<file path="config.mk">
export PLATFORM = sky130hd
export DESIGN_NAME = imm_gen_pipe
export DESIGN_NICKNAME = d
export VERILOG_FILES = /design/src/rtl/imm_gen_pipe.sv
export SDC_FILE = /design/constraint.sdc
export NUM_CORES = 1
export LEC_CHECK = 0
export CAP_MARGIN = 20
export CORE_MARGIN = 2
export CORE_UTILIZATION = 40
export CTS_BUF_LIST = sky130_fd_sc_hd__clkbuf_16
export DETAILED_ROUTE_END_ITERATION = 16
export HOLD_SLACK_MARGIN = 0.15
export MAX_ROUTING_LAYER = met4
export PLACE_DENSITY = 0.65
export SLEW_MARGIN = 20
export SYNTH_ARGS = -nofsm -noshare
export SYNTH_HDL_FRONTEND = slang
export SYNTH_SLANG_ARGS = --single-unit
</file>
<file path="constraint.sdc">
create_clock -name clk -period 2.51 [get_ports clk]
set_input_delay 0.502 -clock clk [delete_from_list [all_inputs] [get_ports clk]]
set_output_delay 0.502 -clock clk [all_outputs]
set_load 0.1 [all_outputs]
</file>
<file path="src/rtl/imm_gen_pipe.sv">
// Pipelined immediate generator: decodes the immediate formats into a registered
// output stage backed by one skid entry. Define IMM_GEN_PERF_EN to add perf_count.
package imm_gen_pkg;
    typedef enum logic [2:0] {
        IMM_I_TYPE = 3'd0,
        IMM_STORE  = 3'd1,
        IMM_BRANCH = 3'd2,
        IMM_JAL    = 3'd3,
        IMM_U_TYPE = 3'd4,
        IMM_CSR    = 3'd5,
        IMM_SHAMT  = 3'd6
    } imm_e;
endpackage

module imm_gen_pipe
    import imm_gen_pkg::*;
#(
    parameter int XLEN  = 32,
    parameter int TAG_W = 4
) (
    input  logic             clk,
    input  logic             rst_n,
    input  logic             in_valid,
    output logic             in_ready,
    input  logic [31:0]      inst,
    input  imm_e             imm_sel,
    input  logic [TAG_W-1:0] in_tag,
    output logic             out_valid,
    input  logic             out_ready,
    output logic [XLEN-1:0]  imm_data,
    output logic [TAG_W-1:0] out_tag,
    output logic             illegal
`ifdef IMM_GEN_PERF_EN
    ,
    output logic [31:0]      perf_count
`endif
);

    // Handshake: a transfer happens on a rising edge where valid and ready are both 1;
    // out_* fields hold steady while out_valid=1 and out_ready=0.
    typedef enum logic [1:0] {
        ST_EMPTY = 2'd0,
        ST_ONE   = 2'd1,
        ST_TWO   = 2'd2
    } state_e;

    state_e state;

    logic out_full;
    logic skid_full;
    logic accept;
    logic drain;

    logic [XLEN-1:0]  imm_c;
    logic             ill_c;
    logic [XLEN-1:0]  skid_imm;
    logic [TAG_W-1:0] skid_tag;
    logic             skid_ill;

    assign out_full  = (state != ST_EMPTY);
    assign skid_full = (state == ST_TWO);
    assign out_valid = out_full;
    assign accept    = in_valid && in_ready;
    assign drain     = out_full && out_ready;

    always_comb begin
        imm_c = '0;
        ill_c = 1'b0;
        case (imm_sel)
            IMM_I_TYPE: imm_c = XLEN'($signed(inst[31:20]));
            IMM_STORE:  imm_c = XLEN'($signed({inst[31:25], inst[11:7]}));
            IMM_BRANCH: imm_c = XLEN'($signed({inst[31], inst[7], inst[30:25], inst[11:8], 1'b0}));
            IMM_JAL:    imm_c = XLEN'($signed({inst[31], inst[19:12], inst[20], inst[30:21], 1'b0}));
            IMM_U_TYPE: imm_c = XLEN'($signed({inst[31:12], 12'b0}));
            IMM_CSR:    imm_c = XLEN'(inst[19:15]);
            IMM_SHAMT:  imm_c = (XLEN == 64) ? XLEN'(inst[25:20]) : XLEN'(inst[24:20]);
            default:    ill_c = 1'b1;
        endcase
    end

    always_ff @(posedge clk) begin
        if (!rst_n) begin
            state    <= ST_EMPTY;
            in_ready <= 1'b1;
            imm_data <= '0;
            out_tag  <= '0;
            illegal  <= 1'b0;
            skid_imm <= '0;
            skid_tag <= '0;
            skid_ill <= 1'b0;
        end else begin
            case (state)
                ST_EMPTY: begin
                    if (accept) begin
                        imm_data <= imm_c;
                        out_tag  <= in_tag;
                        illegal  <= ill_c;
                        state    <= ST_ONE;
                    end
                end
                ST_ONE: begin
                    if (accept && !drain) begin
                        skid_imm <= imm_c;
                        skid_tag <= in_tag;
                        skid_ill <= ill_c;
                        in_ready <= 1'b0;
                        state    <= ST_TWO;
                    end else if (accept && drain) begin
                        imm_data <= imm_c;
                        out_tag  <= in_tag;
                        illegal  <= ill_c;
                    end else if (drain) begin
                        state <= ST_EMPTY;
                    end
                end
                ST_TWO: begin
                    // in_ready is already low here, so only the drain side can move.
                    if (drain) begin
                        imm_data <= skid_imm;
                        out_tag  <= skid_tag;
                        illegal  <= skid_ill;
                        in_ready <= 1'b1;
                        state    <= ST_ONE;
                    end
                end
                default: begin
                    state    <= ST_EMPTY;
                    in_ready <= 1'b1;
                end
            endcase
        end
    end

`ifdef IMM_GEN_PERF_EN
    always_ff @(posedge clk) begin
        if (!rst_n) begin
            perf_count <= '0;
        end else if (accept) begin
            perf_count <= perf_count + 32'd1;
        end
    end
`endif

endmodule

</file>
# After elaboration in Yosys (flattened, before gate mapping)
# Index checks and enable logic that the tools add are counted.
[word_totals] input_bits=43 word_cells=64 register_bits=77 output_inout_bits=39
[classes] eq_ne=15 mux=26 reduce_logical=14 bitwise=1
[op_table] cell="one-hot mux 32 bit (7 select lines)" count=1
[op_table] cell="two-way mux 32 bit" count=4
[op_table] cell="one-hot mux 32 bit (3 select lines)" count=1
[op_table] cell="two-way mux 4 bit" count=4
[op_table] cell="one-hot mux 4 bit (3 select lines)" count=1
[op_table] cell="two-way mux 2 bit" count=5
[op_table] cell="== test 3 bit (second input constant)" count=3
[op_table] cell="!= test 2 bit (second input constant)" count=4
[op_table] cell="two-way mux 1 bit" count=7
[op_table] cell="OR reduction 7 bit" count=1
[op_table] cell="== test 3 x 2 -> 1 bit (second input constant)" count=2
[op_table] cell="!= test 3 bit (second input constant)" count=2
[op_table] cell="one-hot mux 1 bit (3 select lines)" count=2
[op_table] cell="one-hot mux 2 bit (3 select lines)" count=1
[op_table] cell="AND reduction 5 bit" count=1
[op_table] cell="logical AND 1 bit" count=4
[op_table] cell="AND reduction 4 bit" count=1
[op_table] cell="== test 3 x 1 -> 1 bit (second input constant)" count=1
[op_table] cell="zero test 3 bit" count=1
[op_table] cell="AND reduction 3 bit" count=1
[op_table] cell="nonzero test 3 bit" count=1
[op_table] cell="== test 2 x 1 -> 1 bit (second input constant)" count=1
[op_table] cell="== test 2 bit (second input constant)" count=1
[op_table] cell="zero test 2 bit" count=1
[op_table] cell="other kinds (5)" count=5

# Depth between registers and ports, before layout
[logic_depth] depth_word=6 mapped_depth=7 depth_no_buf=4

# Worst setup path after synthesis
# No wires, ideal clock.
[synth_timing] path_kind="flip-flop to flip-flop" from="reg in_ready" to="reg illegal" path_slack_ns=0.422 path_stages_with_launch=7 period_less_slack_ns=2.088 setup_time_ns=0.117 arrival_time_ns=1.971 n_path_buf=2 required_time_ns=2.393 cell_sequence="dfxtp_1 > nand2_2 > o311ai_2 > buf_6 > buf_4 > nand3_1 > o211a_1"
[synth_between] elab_chain_len=4 elab_cells_between_ends=7 classes_between="eq/ne (3); reduce/logical (4)"
[synth_lines] element="start: declaration" line="24" text="output logic in_ready,"
[synth_lines] element="start signal: assignment" line="84" text="in_ready <= 1'b1;"
[synth_lines] element="start signal: assignment" line="106" text="in_ready <= 1'b0;"
[synth_lines] element="start signal: assignment" line="122" text="in_ready <= 1'b1;"
[synth_lines] element="logical AND 1 bit *" line="63" text="assign accept = in_valid && in_ready;"
[synth_lines] element="logical AND 1 bit, on equally long branches" line="108, 102"
[synth_lines] element="!= test 2 bit (no source line)"
[synth_lines] element="AND reduction 5 bit (no source line) *"
[synth_lines] element="end signal: assignment" line="97" text="illegal <= ill_c;"
[synth_lines] element="end signal: assignment" line="111" text="illegal <= ill_c;"
[synth_lines] element="end signal: assignment" line="121" text="illegal <= skid_ill;"
[synth_lines] element="end: declaration" line="32" text="output logic illegal"
# Every way passes the cells marked *; elsewhere a longest branch is shown, timed or not.
# A chain may end at the register's enable or synchronous reset.

# Worst setup path after layout
[layout_timing] from="in out_ready" to="reg imm_data[23]"
[layout_between] elab_chain_len=5 elab_cells_between_ends=8 classes_between="eq/ne (3); reduce/logical (5)"
[layout_lines] element="start: declaration" line="29" text="input logic out_ready,"
[layout_lines] element="logical AND 1 bit *" line="64" text="assign drain = out_full && out_ready;"
[layout_lines] element="zero test 1 bit" line="102" text="if (accept && !drain) begin"
[layout_lines] element="logical AND 1 bit" line="102"
[layout_lines] element="!= test 2 bit (no source line)"
[layout_lines] element="AND reduction 5 bit (no source line) *"
[layout_lines] element="end signal: assignment" line="95" text="imm_data <= imm_c;"
[layout_lines] element="end signal: assignment" line="109" text="imm_data <= imm_c;"
[layout_lines] element="end signal: assignment" line="119" text="imm_data <= skid_imm;"
[layout_lines] element="end: declaration" line="30" text="output logic [XLEN-1:0] imm_data,"
# Marks and branches as above.

==> reports/metrics.yaml <==
outcome: "completed"
maxSlewViolCount: 0
dpl.hpwl_mm: 6.35
total_power_mw: 3.72
cts_buffers: 9
cts_sinks: 77
io_pins: 82
rsz0062_at_grt: "no"
whs_ns: 0.460
fin_util: 0.520
ys_seq_elements: 77
most-common-layout-cells: "77 x nand2_1, 77 x dfxtp_1, 52 x buf_4"
nets: 538
worst_slew_pin_slew_ns: 0.573
overflow: 0
cts_resized: 0
grt.total_usage: 0.201
power.density_nw_per_um2: 778
final_cell_area_sq_um: 4780
drc: 0
critPathRequiredTime_ns: 2.74
routed_wl_mm: 9.85
start_kind: "primary input"
cts-htree-levels: 3
postSynthAreaPerCell_sq_um: 8.49
vias: 3521
grt_pass1_wl_mm: 15.8
vias_per_cell: 5.77
cp_data_arrival_time_ns: 2.26
die_w_microns: 101
antenna_found_initial: 0
hold_viol: 0
period_minus_slack_ns: 2.03
fill_cells: 890
fp.coreArea_sq_um: 9200
cp-end-kind: "flop"
crit_family: "compound AO/OA/AOI/OAI gates"
syn_nets: 487
wl_per_cell_microns: 16.1
drive_above_1_share: 0.180
grt_pass1_vias: 3177
cts-root-buf: "clkbuf_16"
setup_tns_ns: 0
antenna_cells: 0
min_path_type: "reg2reg"
pre_cts_ws_ns: 0.171
post_dp_cell_area_sq_um: 4480
gp_congestion: 0.868
portBuffers: 74
synthDistinctLibCells: 45
clk_pin_slew_ns: 0.06
period_share: 0.808
fmax_mhz: 493
worst_slack_ns: 0.481
die_h_microns: 101
ir_worst_vdd_uv: 367
ant_nets: 0
first_pass_iters: 5
synth_area_sq_um: 3770
crit_path_cell_trace: "clkdlybuf4s50_1 > inv_2 > o311ai_4 > nand2_1 > o32ai_1"
max_slew_margin: 0.617
final_cell_count_no_fill: 610
max_stage_delay_ns: 0.57
die_area_sq_um: 10200
rows: 35
hold_buffers: 0
clock_latency_ns: 0.32
drv_cap: 0
grt_start_max_net_pins: 62
skew_ns: 0.00307
crit_buf_inv: 2
critical_path_class: "in2reg"
ys_seq_area_frac: 0.409
leakage_nw: 1.98
crit_fanout: 11
yosysWarnings: 0
post_cts_buffers: 0
final-setup-viol-count: 0
cts.path.max_buffers: 2
synthCells: 444
start_util: 0.410
cts_tree: "built"
syn_to_final_growth_pct: 26.8
dr.first_iter.drc_count: 194
critPathSlowestCell: "clkdlybuf4s50_1"
placed_cells: 595
==> logic make-up (layout without fill, tap and decap cells) <==
family                    Yosys count  after routing  share of synthesized area
muxes                              11             11                     0.0309
and+or+nand+nor                   137            137                      0.170
xor gates and xnor gates            1              1                    0.00730
AOI/OAI and AO/OA                 166            166                      0.312
DFF                                77             77                      0.409
buffers and inverters              52            107                     0.0713
==> state kept, by name, summed over array words and instances, names as in the netlist <==
name,flops
skid_ill,1
state,2
out_tag,4
in_ready,1
skid_imm,32
imm_data,32
illegal,1
skid_tag,4
==> path summary, 6_finish.rpt <==
path | from | endpoint | slack [ns] | depth (start not counted)
hold / removal | skid_imm[6] | skid_imm[6] | 0.46 | 2
setup / recovery | out_ready | imm_data[23] | 0.48 | 5
setup reg to reg | state[1] | imm_data[23] | 0.77 | 4
hold reg to reg | skid_imm[6] | skid_imm[6] | 0.46 | 2
==> final cells by class <==
cell class / instances / area (sq um) / area share
clock buffers: 9 / 225 / 0.0471
well taps: 111 / 139 / 0.0290
multi-input cells: 315 / 1980 / 0.414
flip-flops and latches: 77 / 1540 / 0.322
clock inverters: 6 / 78.8 / 0.0165
inverters: 1 / 3.75 / 0.000785
repair buffers: 91 / 816 / 0.171
==> report_power, final <==
part	internal, mW	switching (mW)
sequential	1.31	0.0501
combinational	0.294	0.733
clock	0.856	0.480
total	2.46	1.26
==> cell usage after synthesis (all sizes together) <==
| master | n | area share |
|---|---|---|
| nand2 | 78 | 0.078 |
| and2 | 2 | 0.0033 |
| a31oi | 10 | 0.017 |
| nor2b | 12 | 0.020 |
| mux2 | 5 | 0.015 |
| clkbuf | 23 | 0.023 |
| dfxtp | 77 | 0.41 |
| a21boi | 14 | 0.028 |
| or3 | 1 | 0.0017 |
| o22ai | 9 | 0.015 |
| nor3 | 2 | 0.0040 |
| nand4bb | 1 | 0.0030 |
| o211ai | 10 | 0.020 |
| nor3b | 1 | 0.0033 |
| nand3b | 1 | 0.0020 |
| and4b | 1 | 0.0027 |
| nor2 | 12 | 0.012 |
| o211a | 20 | 0.053 |
| a21oi | 46 | 0.061 |
| nand4 | 6 | 0.010 |
| and2b | 1 | 0.0020 |
| or2 | 1 | 0.0017 |
| nand3 | 14 | 0.019 |
| buf | 28 | 0.047 |
| o311ai | 1 | 0.0043 |
| o32ai | 11 | 0.026 |
| o221ai | 12 | 0.028 |
| nand2b | 3 | 0.0050 |
| a211oi | 2 | 0.0040 |
| mux2i | 6 | 0.016 |
| o21ai | 19 | 0.025 |
| a22oi | 4 | 0.0080 |
| o221a | 8 | 0.024 |
| xor2 | 1 | 0.0073 |
| inv | 1 | 0.00099 |
| nor4b | 1 | 0.0023 |
==> layer usage <==
metal | GRT usage | up-vias | wire length (microns)
li1 | - | 1735 | -
met1 | 0.258 | 1651 | 4480
met2 | 0.313 | 114 | 4660
met3 | 0.0409 | 21 | 503
met4 | 0.0717 | 0 | 197
met5 | - | - | 0
==> tightest hold or removal path, delay by kind of cell (launching register included) <==
| family | cells | cell delay [ns] |
|---|---|---|
| compound gates | 1 | 0.05 |
| simple gates | 1 | 0.05 |
| flops | 1 | 0.31 |
(Power assumes the default switching activity.)
